**src/rtl/regf_cmd_pkg.sv**
```systemverilog
// Shared command-bus definitions for initiators talking to the BER register file.
// Holds the opcode map, the command-word bit positions, the BER word-select
// encoding, and a helper that builds a BER read-select payload.
package regf_cmd_pkg;

  localparam logic [7:0] OPC_RST_SOFT = 8'h01;
  localparam logic [7:0] OPC_EN_RX    = 8'h02;
  localparam logic [7:0] OPC_LOG_SEL  = 8'h03;
  localparam logic [7:0] OPC_RAM_RD   = 8'h04;
  localparam logic [7:0] OPC_LOG_BER  = 8'h05;
  localparam logic [7:0] OPC_BER_RD   = 8'h06;

  localparam int unsigned STROBE_BIT = 23;
  localparam int unsigned RD_EN_BIT  = 16;
  localparam int unsigned PAYLOAD_W  = STROBE_BIT;

  // 32-bit halves of the four BER accumulators, low word first
  typedef enum logic [2:0] {
    BER_ERR_I_LO = 3'd0,
    BER_ERR_I_HI = 3'd1,
    BER_BIT_I_LO = 3'd2,
    BER_BIT_I_HI = 3'd3,
    BER_ERR_Q_LO = 3'd4,
    BER_ERR_Q_HI = 3'd5,
    BER_BIT_Q_LO = 3'd6,
    BER_BIT_Q_HI = 3'd7
  } ber_sel_e;

  function automatic logic [PAYLOAD_W-1:0] ber_rd_payload(input ber_sel_e sel);
    logic [PAYLOAD_W-1:0] p;
    p            = '0;
    p[RD_EN_BIT] = 1'b1;
    p[2:0]       = sel;
    return p;
  endfunction

endpackage

```
**src/rtl/gpio_cmd_writer.sv**
```systemverilog
// Emits one command write on the GPIO word bus: HOLD_CYCLES cycles with the
// strobe set, then a gap of (1 + i_tail) cycles with the strobe clear and the
// opcode/payload still driven. o_ack pulses in the last gap cycle; a new i_go
// may be issued in that same cycle for back-to-back writes. With no new go the
// bus returns to 0.
//  clk, i_reset_n   clock, synchronous active-low reset
//  i_go             start a write (only while idle or on o_ack)
//  i_opcode         opcode field [31:24]
//  i_payload        payload field [22:0]
//  i_tail           extra gap cycles appended after the single gap cycle
//  o_word           command word to the register file
//  o_gap            high in every gap/tail cycle
//  o_ack            high in the final gap/tail cycle
module gpio_cmd_writer
  import regf_cmd_pkg::*;
#(
  parameter int unsigned NBT_GPIOS   = 32,
  parameter int unsigned HOLD_CYCLES = 2,
  parameter int unsigned CNT_W       = 4
) (
  input  logic                 clk,
  input  logic                 i_reset_n,
  input  logic                 i_go,
  input  logic [7:0]           i_opcode,
  input  logic [PAYLOAD_W-1:0] i_payload,
  input  logic [CNT_W-1:0]     i_tail,
  output logic [NBT_GPIOS-1:0] o_word,
  output logic                 o_gap,
  output logic                 o_ack
);

  typedef enum logic [1:0] {W_IDLE, W_HOLD, W_GAP} phase_e;

  phase_e               r_phase;
  logic [NBT_GPIOS-1:0] r_word;
  logic [CNT_W-1:0]     r_cnt;
  logic [CNT_W-1:0]     r_tail;

  // One down-counter serves both the strobe hold and the gap/tail stretch.
  always_ff @(posedge clk) begin
    if (!i_reset_n) begin
      r_phase <= W_IDLE;
      r_word  <= '0;
      r_cnt   <= '0;
      r_tail  <= '0;
    end else if (i_go) begin
      r_phase <= W_HOLD;
      r_word  <= {i_opcode, 1'b1, i_payload};
      r_cnt   <= CNT_W'(HOLD_CYCLES - 1);
      r_tail  <= i_tail;
    end else begin
      unique case (r_phase)
        W_HOLD: begin
          if (r_cnt == '0) begin
            r_word[STROBE_BIT] <= 1'b0;
            r_cnt              <= r_tail;
            r_phase            <= W_GAP;
          end else begin
            r_cnt <= r_cnt - CNT_W'(1);
          end
        end
        W_GAP: begin
          if (r_cnt == '0) begin
            r_word  <= '0;
            r_phase <= W_IDLE;
          end else begin
            r_cnt <= r_cnt - CNT_W'(1);
          end
        end
        default: ;
      endcase
    end
  end

  assign o_word = r_word;
  assign o_gap  = (r_phase == W_GAP);
  assign o_ack  = (r_phase == W_GAP) && (r_cnt == '0);

endmodule

```
**src/rtl/ber_snapshot_seq.sv**
```systemverilog
// Takes an atomic snapshot of the four 64-bit BER accumulators over the GPIO
// command bus: arm and latch the log, clear the flag, read the eight 32-bit
// halves one by one into a shadow, release the read enable, then commit the
// shadow to the outputs together with a one-cycle o_done.
//  clk, i_reset_n     clock, synchronous active-low reset
//  i_start            snapshot request, honoured only in IDLE
//  o_busy             sequence in progress (excludes the o_done cycle)
//  o_done             one-cycle pulse, snapshot outputs valid from here
//  o_accum_*          committed snapshot, held between snapshots
//  o_gpio_to_regf     command word {opcode, strobe, payload}
//  i_regf_to_gpio     readback word from the register file
module ber_snapshot_seq
  import regf_cmd_pkg::*;
#(
  parameter int unsigned NBT_GPIOS          = 32,
  parameter int unsigned NBT_COUNT_BITS_ERR = 64,
  parameter int unsigned HOLD_CYCLES        = 2,
  parameter int unsigned SETTLE_CYCLES      = 2
) (
  input  logic                          clk,
  input  logic                          i_reset_n,
  input  logic                          i_start,
  output logic                          o_busy,
  output logic                          o_done,
  output logic [NBT_COUNT_BITS_ERR-1:0] o_accum_err_I,
  output logic [NBT_COUNT_BITS_ERR-1:0] o_accum_bit_I,
  output logic [NBT_COUNT_BITS_ERR-1:0] o_accum_err_Q,
  output logic [NBT_COUNT_BITS_ERR-1:0] o_accum_bit_Q,
  output logic [NBT_GPIOS-1:0]          o_gpio_to_regf,
  input  logic [NBT_GPIOS-1:0]          i_regf_to_gpio
);

  localparam int unsigned CNT_W = $clog2(HOLD_CYCLES + SETTLE_CYCLES + 1) + 1;

  typedef enum logic [2:0] {
    S_IDLE, S_ARM, S_LATCH, S_DISARM, S_SEL, S_SETTLE, S_RELEASE, S_DONE
  } state_e;

  state_e                          r_state;
  logic                            r_busy;
  logic                            r_done;
  logic [2:0]                      r_idx;
  logic [NBT_GPIOS-1:0]            r_shadow [8];
  logic [NBT_COUNT_BITS_ERR-1:0]   r_err_I, r_bit_I, r_err_Q, r_bit_Q;

  logic                 w_go;
  logic [7:0]           w_opcode;
  logic [PAYLOAD_W-1:0] w_payload;
  logic [CNT_W-1:0]     w_tail;
  logic                 w_gap;
  logic                 w_ack;

  gpio_cmd_writer #(
    .NBT_GPIOS   (NBT_GPIOS),
    .HOLD_CYCLES (HOLD_CYCLES),
    .CNT_W       (CNT_W)
  ) u_writer (
    .clk       (clk),
    .i_reset_n (i_reset_n),
    .i_go      (w_go),
    .i_opcode  (w_opcode),
    .i_payload (w_payload),
    .i_tail    (w_tail),
    .o_word    (o_gpio_to_regf),
    .o_gap     (w_gap),
    .o_ack     (w_ack)
  );

  // Next write is issued on the ack of the current one so writes run back to
  // back; the SETTLE stretch is the writer's gap tail on each select.
  always_comb begin
    w_go      = 1'b0;
    w_opcode  = OPC_LOG_BER;
    w_payload = '0;
    w_tail    = '0;
    unique case (r_state)
      S_IDLE: if (i_start) begin
        w_go      = 1'b1;
        w_payload = PAYLOAD_W'(1);
      end
      S_ARM: if (w_ack) begin
        w_go      = 1'b1;
        w_payload = PAYLOAD_W'(1);
      end
      S_LATCH: if (w_ack) w_go = 1'b1;
      S_DISARM: if (w_ack) begin
        w_go      = 1'b1;
        w_opcode  = OPC_BER_RD;
        w_payload = ber_rd_payload(ber_sel_e'(r_idx));
        w_tail    = CNT_W'(SETTLE_CYCLES);
      end
      S_SETTLE: if (w_ack) begin
        w_go     = 1'b1;
        w_opcode = OPC_BER_RD;
        // after the last half, a zero payload drops the read enable
        if (r_idx != 3'd7) begin
          w_payload = ber_rd_payload(ber_sel_e'(r_idx + 3'd1));
          w_tail    = CNT_W'(SETTLE_CYCLES);
        end
      end
      default: ;
    endcase
  end

  always_ff @(posedge clk) begin
    if (!i_reset_n) begin
      r_state <= S_IDLE;
      r_busy  <= 1'b0;
      r_done  <= 1'b0;
      r_idx   <= '0;
      r_err_I <= '0;
      r_bit_I <= '0;
      r_err_Q <= '0;
      r_bit_Q <= '0;
      for (int unsigned i = 0; i < 8; i++) r_shadow[i] <= '0;
    end else begin
      r_done <= 1'b0;
      unique case (r_state)
        S_IDLE: if (i_start) begin
          r_state <= S_ARM;
          r_busy  <= 1'b1;
          r_idx   <= '0;
        end
        S_ARM:    if (w_ack) r_state <= S_LATCH;
        S_LATCH:  if (w_ack) r_state <= S_DISARM;
        S_DISARM: if (w_ack) r_state <= S_SEL;
        S_SEL:    if (w_gap) r_state <= S_SETTLE;
        S_SETTLE: if (w_ack) begin
          r_shadow[r_idx] <= i_regf_to_gpio;
          r_idx           <= r_idx + 3'd1;
          r_state         <= (r_idx == 3'd7) ? S_RELEASE : S_SEL;
        end
        S_RELEASE: if (w_ack) begin
          r_state <= S_DONE;
          r_busy  <= 1'b0;
          r_done  <= 1'b1;
          r_err_I <= {r_shadow[1], r_shadow[0]};
          r_bit_I <= {r_shadow[3], r_shadow[2]};
          r_err_Q <= {r_shadow[5], r_shadow[4]};
          r_bit_Q <= {r_shadow[7], r_shadow[6]};
        end
        S_DONE:  r_state <= S_IDLE;
        default: r_state <= S_IDLE;
      endcase
    end
  end

  assign o_busy        = r_busy;
  assign o_done        = r_done;
  assign o_accum_err_I = r_err_I;
  assign o_accum_bit_I = r_bit_I;
  assign o_accum_err_Q = r_err_Q;
  assign o_accum_bit_Q = r_bit_Q;

endmodule

```
**config.mk**
```make
export PLATFORM = sky130hd
export DESIGN_NAME = ber_snapshot_seq
export DESIGN_NICKNAME = d
export VERILOG_FILES = /design/src/rtl/regf_cmd_pkg.sv /design/src/rtl/gpio_cmd_writer.sv /design/src/rtl/ber_snapshot_seq.sv
export SDC_FILE = /design/constraint.sdc
export NUM_CORES = 1
export LEC_CHECK = 0
export ABC_AREA = 1
export CAP_MARGIN = 20
export CORE_MARGIN = 2
export CORE_UTILIZATION = 55
export DETAILED_ROUTE_END_ITERATION = 8
export PLACE_DENSITY = 0.94
export SYNTH_ARGS = -nofsm -noshare
export SYNTH_HDL_FRONTEND = slang
export SYNTH_SLANG_ARGS = --single-unit
export TNS_END_PERCENT = 1
```
**constraint.sdc**
```tcl
create_clock -name clk -period 4.15 [get_ports clk]
set_input_delay 0.6225 -clock clk [delete_from_list [all_inputs] [get_ports clk]]
set_output_delay 0.6225 -clock clk [all_outputs]
set_load 0.05 [all_outputs]
```
Yosys cells after proc, flatten, opt, wreduce, memory -nomap -nowiden
Memories as Yosys holds them, arrays and structs flattened. A register that Yosys moved wholly into a read port is not among the register bits.
Cells that the tools add are included.

storage, ports and cells
  bits in registers = 50
  memory bits (writable) = 256
  bits of input ports = 35
  output and inout bits = 290
  logic and storage cells = 121
  memories = 1

memories
  memory    depth  width  rd ports  clocked after Yosys merged registers in  write ports  line                    text
  r_shadow  8      32     8         8                                        8            ber_snapshot_seq.sv:43  logic [NBT_GPIOS-1:0] r_shadow [8];

operators by class
  $add $sub $neg = 2
  equal/unequal tests = 24
  mux-type cells = 51
  bitwise operators = 1
  reductions and logical operators = 31

operators with widths
  kind                                            number
  two-way mux 32 bit                              3
  case mux 17 bit (4 select lines)                1
  two-way mux 17 bit                              3
  OR reduction 32 bit                             1
  two-way mux 3 bit                               10
  case mux 3 bit (8 select lines)                 1
  two-way mux 23 bit                              1
  two-way mux 2 bit                               8
  == test 3 bit (second input constant)           5
  two-way mux 1 bit                               14
  != test 2 x 1 -> 1 bit (second input constant)  7
  AND reduction 3 bit                             4
  AND reduction 2 bit                             5
  nonzero test 2 bit                              5
  zero test 1 bit                                 8
  two-way mux 4 bit                               2
  two-way mux 8 bit                               1
  case mux 2 bit (2 select lines)                 2
  case mux 4 bit (2 select lines)                 1
  AND reduction 7 bit                             1
  == test 3 x 2 -> 1 bit (second input constant)  2
  != test 2 bit (second input constant)           3
  != test 3 x 2 -> 1 bit (second input constant)  2
  case mux 1 bit (2 select lines)                 3
  15 further kinds                                16

Depth between registers and ports, before layout
  word-level depth = 8
  depth in mapped cells = 10
  mapped depth without buffers = 9

Hierarchy
From an unflattened synthesis, not the netlist that was laid out.

unflattened totals
  cell total of the unflattened synthesis = 2016
  area, all modules = 20493.4 sq um

by module, submodules not included
  module            times used  cells each  area an instance (sq um)  seq. area each (sq um)
  ber_snapshot_seq  1           1797        18796.8                   12972.4
  gpio_cmd_writer   1           219         1696.6                    820.8

Worst setup path before layout
No wires, ideal clock.

  path kind = reg-to-reg
  start = reg u_writer.r_cnt[0]
  end = mem r_shadow[1][0] (enable)
  arrival = 2.136 ns
  path slack = 1.625 ns
  stages on the path, launching flop included = 10
  path buffers = 1
  period minus slack after synthesis = 2.525 ns
  cell sequence = dfxtp_1 -> inv_1 -> ha_1 -> nand3_2 -> nor2_8 -> nand2_2 -> nor2_8 -> nand2_4 -> buf_6 -> nand2_1

RTL lines
  what                    line                    text
  from (decl)             gpio_cmd_writer.sv:36   logic [CNT_W-1:0] r_cnt;
  from (signal assigned)  gpio_cmd_writer.sv:49   r_cnt <= CNT_W'(HOLD_CYCLES - 1);
  from (signal assigned)  gpio_cmd_writer.sv:56   r_cnt <= r_tail;
  from (signal assigned)  gpio_cmd_writer.sv:59   r_cnt <= r_cnt - CNT_W'(1);
  to (decl)               ber_snapshot_seq.sv:43

==> results.md <==
- Crit path max-delay cell type: nand2_1
- Sink Count: around 530
- Share of layout cells above drive strength 1: roughly 5.5%
- Register bit total from synthesis: between 500 and 600
- Syn avg cell area: around 10 sq um
- H-tree depth: 2
- Synthesized area: a little under 20000 sq um
- Final Hold Vio Count: 0
- Setup violations, final: 0
- Relative slew margins: between 30% and 40%
- Hold Path Stages: 2
- Via/cell ratio: around 5.7
- Wire length per cell: 21.3 um
- Total Routing Usage GR: approximately 30%
- Crit-path max cell delay: between 500 and 600 ps
- Status: finished, final reports clean
- Final instance area: 23900 sq um
- Hold Path End: o_accum_err_Q[31]
- Commonest non-fill, non-tap cell in the layout: nor2_1
- Hold buffer count at CTS: 0
- Clk buf depth: 3
- Drt first pass iters: 6
- Placeable core area: 34500 sq um
- Sw frac: between 20% and 30%
- HPWL after DPL: ~34000 um
- Largest net degree at the start of global routing: roughly 260
- Tcrit/Tclk final: approximately 74%
- Starting Density: 55.8%
- Required time of the critical path: ~4400 ps
- Worst R2R Path Depth: 9
- Hold Crit Start: r_shadow[4][31]
- Worst skew pair latency: approximately 560 ps
- Reg-to-Reg Start: u_writer.r_phase[0]
- 1st-iter DRT viols: 2135
- Sequential fraction of the synthesis area: roughly 69%
- Internal: 8.56 mW
- Clock skew: approximately 35 ps
- Drt drc: 0
- Crit-path cells: inv_1, ha_1, nand3_2, nor2_8, nand2_2, nor2_8, nand2_4, nand2_1, buf_4
- Yosys top cell area share: 39.9%
- First-pass GRT wire length: about 83000 um
- Cell Rows: 68
- Post-CTS Setup Repair Bufs: 0
- Top delay family on crit path: simple AND/OR/NAND/NOR gates
- Switching power: roughly 2.6 mW
- Worst setup path category: reg2reg
- Hold Crit Class: reg2reg
- Maximum VDD drop: 0.374 mV
- Post-place instance area: 22200 sq um
- Final nets: ~2200
- Slew Limit Fails: 0
- Crit path top cell by count: nor2_8
- # Max-Cap Violations: 0
- Number of CTS-inserted buffers: 48
- Setup_tns: 0 ps
- Vias in the first global route: around 14000
- Pwr/cell area: around 470 nW/um^2
- Tmin final: between 3000 and 4000 ps
- Routability cong.: about 0.82
- Root Driver: clkbuf_16
- Unrepaired setup endpoints after global routing: no
- Chip height: roughly 190 um
- Flop2flop setup slack: roughly 1100 ps
- DIE AREA: ~37000 sq um
- Crit. End Element: register
- Ant diodes: 0
- CTS tree: yes
- Ys flop type: dfxtp_1
- Critical path startpoint category: register
- Sequential group share of total power: approximately half
- Clock power share: between 40% and 50%
- Antenna Nets Post-Route: 0
- P&R area growth vs syn: 24.0%
- Drt total wl: ~56000 um
- Logic pwr share: 7.3%
- Synth async-reset ratio: 0%
- Reg2reg end: r_shadow[5][17]
- Die width: around 190 um
- Yosys top cell by area: edfxtp_1
- DR vias: approximately 15000
- CP Buf/Inv Count: 2
- LEAKAGE: approximately 10 nW
- IO Port Bufs: 300
- Ranking of synthesized cells by area: edfxtp_1 (40%), dfxtp_1 (29%), nor2_1 (15%)
- Yosys cell types: 28
- Worst-path clk slew: around 70 ps
- # IOs: approximately 330
- Most frequent cells in the layout: nor2_1 (794), clkdlybuf4s50_1 (299), dfxtp_1 (278), o21ai_0 (262), edfxtp_1 (256)
- Post-synth EDFFs: roughly 260
- Slew @ Worst Pin: approximately 960 ps
- Initial antenna violation count: 1
- Max Fanout on Critical Path: 33
- Syn Inst Count: between 1500 and 2000
- Ys Warns: 0
- Congestion Overflow GR: 0
- Fmax: between 300 and 400 MHz
- Critical Path AT: 3320 ps
- # resized after CTS: 0
[per-stage QoR]
step	hold slack, ps	std cells	util (%)	setup WS, ps	total power [mW]
2_1_floorplan	447	1921	-	1620	6.35
3_3_place_gp	450	2550	64.3	1260	6.56
3_5_place_dp	458	2550	64.3	1140	6.60
4_1_cts	472	2639	69.2	1100	11.2
5_1_grt	486	2639	69.2	917	11.5
6_report	465	2639	69.2	1090	11.2
[synth_stat cells (2+ instances only)]
master    number
nor3_1         2
buf_2         48
inv_1         58
buf_1          2
inv_2          2
nand4_1        2
nand3_1       12
o21ai_1        6
buf_4         26
o21ai_0      262
nor2_8         2
nand2_4        9
nand2_1       48
clkbuf_1      36
nand3b_1       2
ha_1           5
dfxtp_1      278
nor2_1       794
buf_6         25
a21oi_1       15
nor2_4         2
edfxtp_1     256
[kinds of logic after synthesis]
kind of cell,synth area share (%)
adder cells (fa/ha/maj),0.324
other,0.0194
flip-flops,68.7
AND/OR/NAND/NOR,17.9
AO/OA/AOI/OAI,7.38
buffers and inverters,5.63
[flip-flops by register name, indices dropped and copies added (netlist names)]
signal	cells
o_accum_bit_I	64
o_accum_bit_Q	64
o_accum_err_I	64
o_accum_err_Q	64
o_busy	1
o_done	1
r_idx	3
r_shadow	256
r_state	3
u_writer.o_word	7
u_writer.r_cnt	4
u_writer.r_phase	2
u_writer.r_tail	1
[tightest hold or removal path: stages (launching register included)]
cell	delay, ps
edfxtp_1	320
nor2_1	40
nor2_1	80
[worst max path at each step]
stage,from,to,slack (ps),cells after the start
CTS,u_writer.r_phase[0],r_shadow[5][7],1100,9
global route,u_writer.r_cnt[0],r_shadow[7][14],920,9
floorplan,u_writer.r_cnt[0],r_shadow[1][0],1620,9
detailed placement,u_writer.r_cnt[0],r_shadow[5][19],1140,9
global placement,i_reset_n,r_shadow[5][17],1260,6
finish,u_writer.r_phase[0],r_shadow[5][17],1090,9
[layer usage]
layer  GRT usage, %  part of all wire [%]
met5              0                     0
met4           15.2                   5.5
met3           5.97                    11
met2           49.1                    47
met1           38.6                    36
[final cells by class]
cell class / count / area, sq um
clock inverter: 17 / 156
multi-input combinational: 1190 / 5040
clock buffer: 72 / 1550
inverter: 60 / 233
sequential: 534 / 13300
fill: 2322 / 10600
timing repair buffer: 311 / 3110
tap: 455 / 569
[power groups by stage]
stage | Combinational, mW | Clock (mW) | Sequential, mW
finish | 0.816 | 4.66 | 5.72
global route | 0.871 | 4.90 | 5.73
CTS | 0.792 | 4.68 | 5.72
detailed placement | 0.772 | 0 | 5.83
global placement | 0.735 | 0 | 5.82
floorplan | 0.481 | 0 | 5.87
Note: power is estimated with default switching activity, not from simulation.
